$ cat config.mk
export PLATFORM = sky130hd
export DESIGN_NAME = pll_profile_sequencer
export DESIGN_NICKNAME = d
export VERILOG_FILES = /design/src/rtl/pll_profile_sequencer.sv
export SDC_FILE = /design/constraint.sdc
export NUM_CORES = 1
export LEC_CHECK = 0
export CAP_MARGIN = 20
export CORE_ASPECT_RATIO = 1.2
export CORE_MARGIN = 1.5
export CORE_UTILIZATION = 58
export CTS_CLUSTER_DIAMETER = 80
export DETAILED_ROUTE_END_ITERATION = 7
export PLACE_DENSITY = 0.86
export SLEW_MARGIN = 25
export SYNTH_ARGS = -nofsm -noshare
export SYNTH_HDL_FRONTEND = slang
export SYNTH_SLANG_ARGS = --single-unit
export TNS_END_PERCENT = 10
$ cat constraint.sdc
create_clock -name CLK_50M -period 3.8 [get_ports CLK_50M]
set_input_delay 0.95 -clock CLK_50M [delete_from_list [all_inputs] [get_ports CLK_50M]]
set_output_delay 0.95 -clock CLK_50M [all_outputs]
set_load 0.01 [all_outputs]
$ cat src/rtl/pll_profile_sequencer.sv
// Filters the requested clock profile and reprograms the system PLL over its reconfiguration
// port, holding the core in reset until the PLL has relocked on the new frequency.
module pll_profile_sequencer #(
    parameter int          STABLE_CYCLES = 4,
    parameter int          LOCK_TIMEOUT  = 1_000_000,
    parameter logic [31:0] M_PAL         = 32'h404,
    parameter logic [31:0] M_NTSC        = 32'h20504,
    parameter logic [31:0] M_BUS         = 32'h404,
    parameter logic [31:0] K_PAL         = 32'd1503512573,
    parameter logic [31:0] K_NTSC        = 32'd3357876127,
    parameter logic [31:0] K_BUS         = 32'd0
) (
    input  logic        CLK_50M,
    input  logic        RESET,
    input  logic [1:0]  profile_req,
    input  logic        pll_locked,
    input  logic        cfg_waitrequest,
    output logic        cfg_write,
    output logic [5:0]  cfg_address,
    output logic [31:0] cfg_data,
    output logic        busy,
    output logic        done,
    output logic        error,
    output logic [1:0]  active_profile,
    output logic        hold_reset
);
    localparam int          SW        = $clog2(STABLE_CYCLES + 1);
    localparam logic [19:0] TMO_LIMIT = 20'(LOCK_TIMEOUT);

    typedef enum logic [2:0] {IDLE, W_MODE, W_M, W_K, W_START, WAIT_LOCK} state_t;
    state_t state_q, state_d;
    logic   gap_q, gap_d;

    logic [1:0]    req_sync_p0, req_sync_p1, req_prev;
    logic          lock_sync_p0, lock_sync_p1;
    logic [SW-1:0] stab_cnt;
    logic          req_stable;
    logic [1:0]    req_eff;

    logic [1:0]  tgt;
    logic        applied_valid;
    logic [19:0] tmo_cnt;
    logic        wr_seen_hi, lock_armed;
    logic [5:0]  last_addr, wr_addr;
    logic [31:0] last_data, wr_data;
    logic        start_seq, lock_ok, lock_to, start_wr;

    function automatic logic [31:0] m_word(input logic [1:0] p);
        case (p)
            2'd1:    m_word = M_NTSC;
            2'd2:    m_word = M_BUS;
            default: m_word = M_PAL;
        endcase
    endfunction

    function automatic logic [31:0] k_word(input logic [1:0] p);
        case (p)
            2'd1:    k_word = K_NTSC;
            2'd2:    k_word = K_BUS;
            default: k_word = K_PAL;
        endcase
    endfunction

    // Stage p0/p1: two-flop synchronisers, then the request stability filter
    always_ff @(posedge CLK_50M) begin
        if (RESET) begin
            req_sync_p0  <= '0;
            req_sync_p1  <= '0;
            req_prev     <= '0;
            lock_sync_p0 <= 1'b0;
            lock_sync_p1 <= 1'b0;
            stab_cnt     <= '0;
        end else begin
            req_sync_p0  <= profile_req;
            req_sync_p1  <= req_sync_p0;
            req_prev     <= req_sync_p1;
            lock_sync_p0 <= pll_locked;
            lock_sync_p1 <= lock_sync_p0;
            if (req_sync_p1 != req_prev)
                stab_cnt <= '0;
            else if (stab_cnt != SW'(STABLE_CYCLES))
                stab_cnt <= stab_cnt + 1'b1;
        end
    end

    assign req_stable = (stab_cnt == SW'(STABLE_CYCLES)) && (req_sync_p1 == req_prev);
    assign req_eff    = (req_sync_p1 == 2'd3) ? 2'd0 : req_sync_p1;

    always_comb begin
        state_d   = state_q;
        gap_d     = gap_q;
        cfg_write = 1'b0;
        wr_addr   = last_addr;
        wr_data   = last_data;
        start_seq = 1'b0;
        start_wr  = 1'b0;
        lock_ok   = 1'b0;
        lock_to   = 1'b0;
        case (state_q)
            IDLE: begin
                if (req_stable && (!applied_valid || req_eff != active_profile)) begin
                    start_seq = 1'b1;
                    gap_d     = 1'b0;
                    state_d   = W_MODE;
                end
            end
            W_MODE: begin
                if (gap_q) begin
                    gap_d   = 1'b0;
                    state_d = W_M;
                end else if (!cfg_waitrequest) begin
                    cfg_write = 1'b1;
                    wr_addr   = 6'd0;
                    wr_data   = 32'd0;
                    gap_d     = 1'b1;
                end
            end
            W_M: begin
                if (gap_q) begin
                    gap_d   = 1'b0;
                    state_d = W_K;
                end else if (!cfg_waitrequest) begin
                    cfg_write = 1'b1;
                    wr_addr   = 6'd4;
                    wr_data   = m_word(tgt);
                    gap_d     = 1'b1;
                end
            end
            W_K: begin
                if (gap_q) begin
                    gap_d   = 1'b0;
                    state_d = W_START;
                end else if (!cfg_waitrequest) begin
                    cfg_write = 1'b1;
                    wr_addr   = 6'd7;
                    wr_data   = k_word(tgt);
                    gap_d     = 1'b1;
                end
            end
            W_START: begin
                // WAIT_LOCK never writes, so it doubles as the gap after the start write
                if (!cfg_waitrequest) begin
                    cfg_write = 1'b1;
                    wr_addr   = 6'd2;
                    wr_data   = 32'd0;
                    start_wr  = 1'b1;
                    state_d   = WAIT_LOCK;
                end
            end
            WAIT_LOCK: begin
                if (lock_armed && lock_sync_p1) begin
                    lock_ok = 1'b1;
                    state_d = IDLE;
                end else if (tmo_cnt >= TMO_LIMIT) begin
                    lock_to = 1'b1;
                    state_d = IDLE;
                end
            end
            default: state_d = IDLE;
        endcase
    end

    assign cfg_address = wr_addr;
    assign cfg_data    = wr_data;

    always_ff @(posedge CLK_50M) begin
        if (RESET) begin
            state_q        <= IDLE;
            gap_q          <= 1'b0;
            applied_valid  <= 1'b0;
            wr_seen_hi     <= 1'b0;
            lock_armed     <= 1'b0;
            last_addr      <= '0;
            last_data      <= '0;
            busy           <= 1'b0;
            done           <= 1'b0;
            error          <= 1'b0;
            active_profile <= '0;
            hold_reset     <= 1'b1;
        end else begin
            state_q <= state_d;
            gap_q   <= gap_d;
            done    <= lock_ok;
            if (cfg_write) begin
                last_addr <= wr_addr;
                last_data <= wr_data;
            end
            if (start_seq) begin
                busy       <= 1'b1;
                hold_reset <= 1'b1;
                error      <= 1'b0;
            end
            // The old lock may still be asserted; only trust it after the PLL has gone busy and back
            if (start_wr) begin
                wr_seen_hi <= 1'b0;
                lock_armed <= 1'b0;
            end else if (state_q == WAIT_LOCK) begin
                if (cfg_waitrequest)
                    wr_seen_hi <= 1'b1;
                else if (wr_seen_hi)
                    lock_armed <= 1'b1;
            end
            if (lock_ok) begin
                active_profile <= tgt;
                applied_valid  <= 1'b1;
                busy           <= 1'b0;
                hold_reset     <= 1'b0;
            end
            if (lock_to) begin
                error         <= 1'b1;
                busy          <= 1'b0;
                hold_reset    <= 1'b0;
                applied_valid <= 1'b0;
            end
        end
    end

    always_ff @(posedge CLK_50M) begin
        if (start_seq)
            tgt <= req_eff;
        if (start_wr)
            tmo_cnt <= '0;
        else if (tmo_cnt != '1)
            tmo_cnt <= tmo_cnt + 1'b1;
    end

endmodule

==> impl_metrics.tcl <==
set metrics [dict create \
    grt_start_max_net_pins 23 \
    fp-row-count 31 \
    synth.top_cells.by_count "82 x dfxtp_1, 43 x nor2_1, 26 x and2_1" \
    rrSetupSlack_ns 1.53 \
    vias 3043 \
    synth_ff_type "dfxtp_1" \
    ys_async_sr_fraction 0 \
    cts_root_buf "clkbuf_8" \
    final_area_um2 4510 \
    pwr-share-seq 0.518 \
    power.share.clock 0.320 \
    seq_area_frac_synth 0.467 \
    io_pins 51 \
    overflow 0 \
    maxSlewViolCount 0 \
    cts_made_buffers 9 \
    total_leakage_power_uw 0.00200 \
    critical_path_peak_fanout 15 \
    ys_ff_latch 84 \
    die_h_um 89.8 \
    internal_power_uw 1470 \
    dieArea_um2 6760 \
    syn_inst 403 \
    drive_gt1_frac 0.0952 \
    core_area_um2 6050 \
    grt_pass1_vias 2862 \
    holdBufCountCts 0 \
    first_iter_violations 155 \
    htreeDepth 3 \
    outcome "finished, final reports clean" \
    drt_first_pass_iters 4 \
    cts_max_path_buffers 2 \
    vias_per_cell 5.59 \
    grt_usage 0.239 \
    routabilityCongestion 0.895 \
    netlist_area_um2 3640 \
    swShare 0.286 \
    fmax_mhz 277 \
    dpl.hpwl_um 5360 \
    yosys.area.top_type "dfxtp_1" \
    drc 0 \
    crit_path_end_kind "output port" \
    power_density_nw_per_um2 456 \
    area_growth_pct 24.0 \
    fillCellCount 436 \
    synth.distinct_cells 54 \
    p_sw_uw 589 \
    clk_pin_slew_worst_paths_ns 0.08 \
    place_area_um2 4280 \
    tritoncts "built" \
    cp_data_required_time_ns 2.85 \
    synth_edf_count 2 \
    cts_sinks 84 \
    power_frac_comb 0.162 \
    critPathArrivalTime_ns 2.66 \
    power_uw 2060 \
    critPathKind "flip-flop to output port" \
    fin_nets 469 \
    clk_latency_ns 0.36 \
    hp-class "flip-flop to flip-flop" \
    fin_worst_skew_ns 0.00667 \
    cp-start-kind "flip-flop" \
    slew_headroom 0.625 \
    worst_pin_slew_ns 0.558 \
    antenna_found_initial 0 \
    ant_nets 0 \
    avgSynthCellArea_um2 9.03 \
    setup-tns-final_ns 0 \
    wl_um 7660 \
    yosysMostFrequentCell "dfxtp_1" \
    synthTopCellsByArea "dfxtp_1 45%, a21o_1 5.2%, and2_1 4.5%" \
    initial_utilization 0.602 \
    hold_viol 0 \
    timing.hold.ws_ns 0.439 \
    fin_crit_sh 0.950 \
    setup_viol_count_final 0 \
    yosys_warnings 0 \
    grt_pass1_wl_um 12800 \
    min_period_ns 3.61 \
    n_antenna_cell 0 \
    synth.top_cell.area_share 0.451 \
    irDropWorstVdd_mv 0.355 \
    die_w_um 75.3 \
    synth_nets 415 \
    cap_violations 0 \
    port_buffers 50 \
    wl_per_cell_um 14.1 \
]
==> state kept, by name, summed over array words and instances, names as in the netlist, 2 cells and up <==
signal / count
active_profile: 2
last_addr: 6
last_data: 32
req_prev: 2
req_sync_p0: 2
req_sync_p1: 2
stab_cnt: 3
state_q: 3
tgt: 2
tmo_cnt: 20
==> placed cells by master (no fill, tap or decap), drive strengths merged, types with 2 or more instances in the layout <==
cell,count
a211o,3
a211oi,2
a21o,25
a21oi,25
a31oi,2
and2,27
and3,13
and4,3
buf,14
clkbuf,11
clkdlybuf4s50,49
clkinvlp,2
dfxtp,82
edfxtp,2
ha,6
inv,12
mux2i,2
nand2,18
nand2b,5
nand3,13
nand4,6
nor2,44
nor2b,12
nor3,14
nor3b,2
o2111ai,3
o211ai,5
o21a,10
o21ai,11
o22ai,2
o311ai,2
o32ai,2
or3,2
xnor2,7
xor2,12
==> worst paths after layout <==
kind                                    from           end  cells after the start
worst max-delay path              state_q[1]   cfg_data[8]                      6
worst min-delay path            lock_sync_p0  lock_sync_p1                      1
worst max register to register    state_q[1]  last_data[6]                      7
worst min register to register  lock_sync_p0  lock_sync_p1                      1
==> cell families after synthesis <==
| family | synth area share |
|---|---|
| xor+xnor | 0.0457 |
| fa+ha+maj | 0.0206 |
| simple gates | 0.245 |
| flops | 0.467 |
| mux | 0.00550 |
| compound gates | 0.176 |
| buf+inv | 0.0399 |
==> routing by layer <==
metal | up-vias | GRT usage | part of all wire | wire [µm]
met3 | 16 | 0.0426 | 0.040 | 310
met2 | 90 | 0.406 | 0.51 | 3920
met4 | 0 | 0.112 | 0.023 | 179
met5 | - | 0 | 0 | 0
met1 | 1428 | 0.283 | 0.42 | 3250
li1 | 1509 | - | - | -
==> per-stage QoR <==
stage / worst slack (ns) / util / cells
3_5_place_dp: -0.0244 / 0.708 / 528
4_1_cts: 0.000868 / 0.743 / 544
3_3_place_gp: 0.0192 / 0.708 / 528
2_1_floorplan: 0.984 / - / 403
6_report: 0.190 / 0.746 / 544
5_1_grt: -0.00609 / 0.746 / 544
==> worst max-delay path: stages, from the launching register on <==
cell and delay [ns]:
dfxtp_1 0.64, nor2_2 0.15, nor3_1 0.29, o21ai_2 0.24, buf_12 0.20, a211o_1 0.30, clkdlybuf4s50_1 0.48
==> repair_timing <==
action	CTS	global route
pin swaps	0	1
resized for setup	1	4
setup endpoints to repair	2	31
setup buffers	0	0
==> power groups by stage <==
stage	Sequential, µW	Combinational (µW)	Clock, µW
after floorplan	1060	232	0
after global placement	1070	313	0
after detailed placement	1080	328	0
after CTS	1060	332	674
after global routing	1080	374	707
final	1070	334	659
==> final cells by class <==
class | instances | area (µm²) | area share
Multi-Input combinational cell | 287 | 1810 | 0.401
Tap cell | 82 | 103 | 0.0227
Clock inverter | 5 | 58.8 | 0.0130
Inverter | 11 | 41.3 | 0.00915
Clock buffer | 11 | 151 | 0.0335
Timing Repair Buffer | 64 | 649 | 0.144
Sequential cell | 84 | 1700 | 0.377
Note: power is estimated with default switching activity, not from simulation.
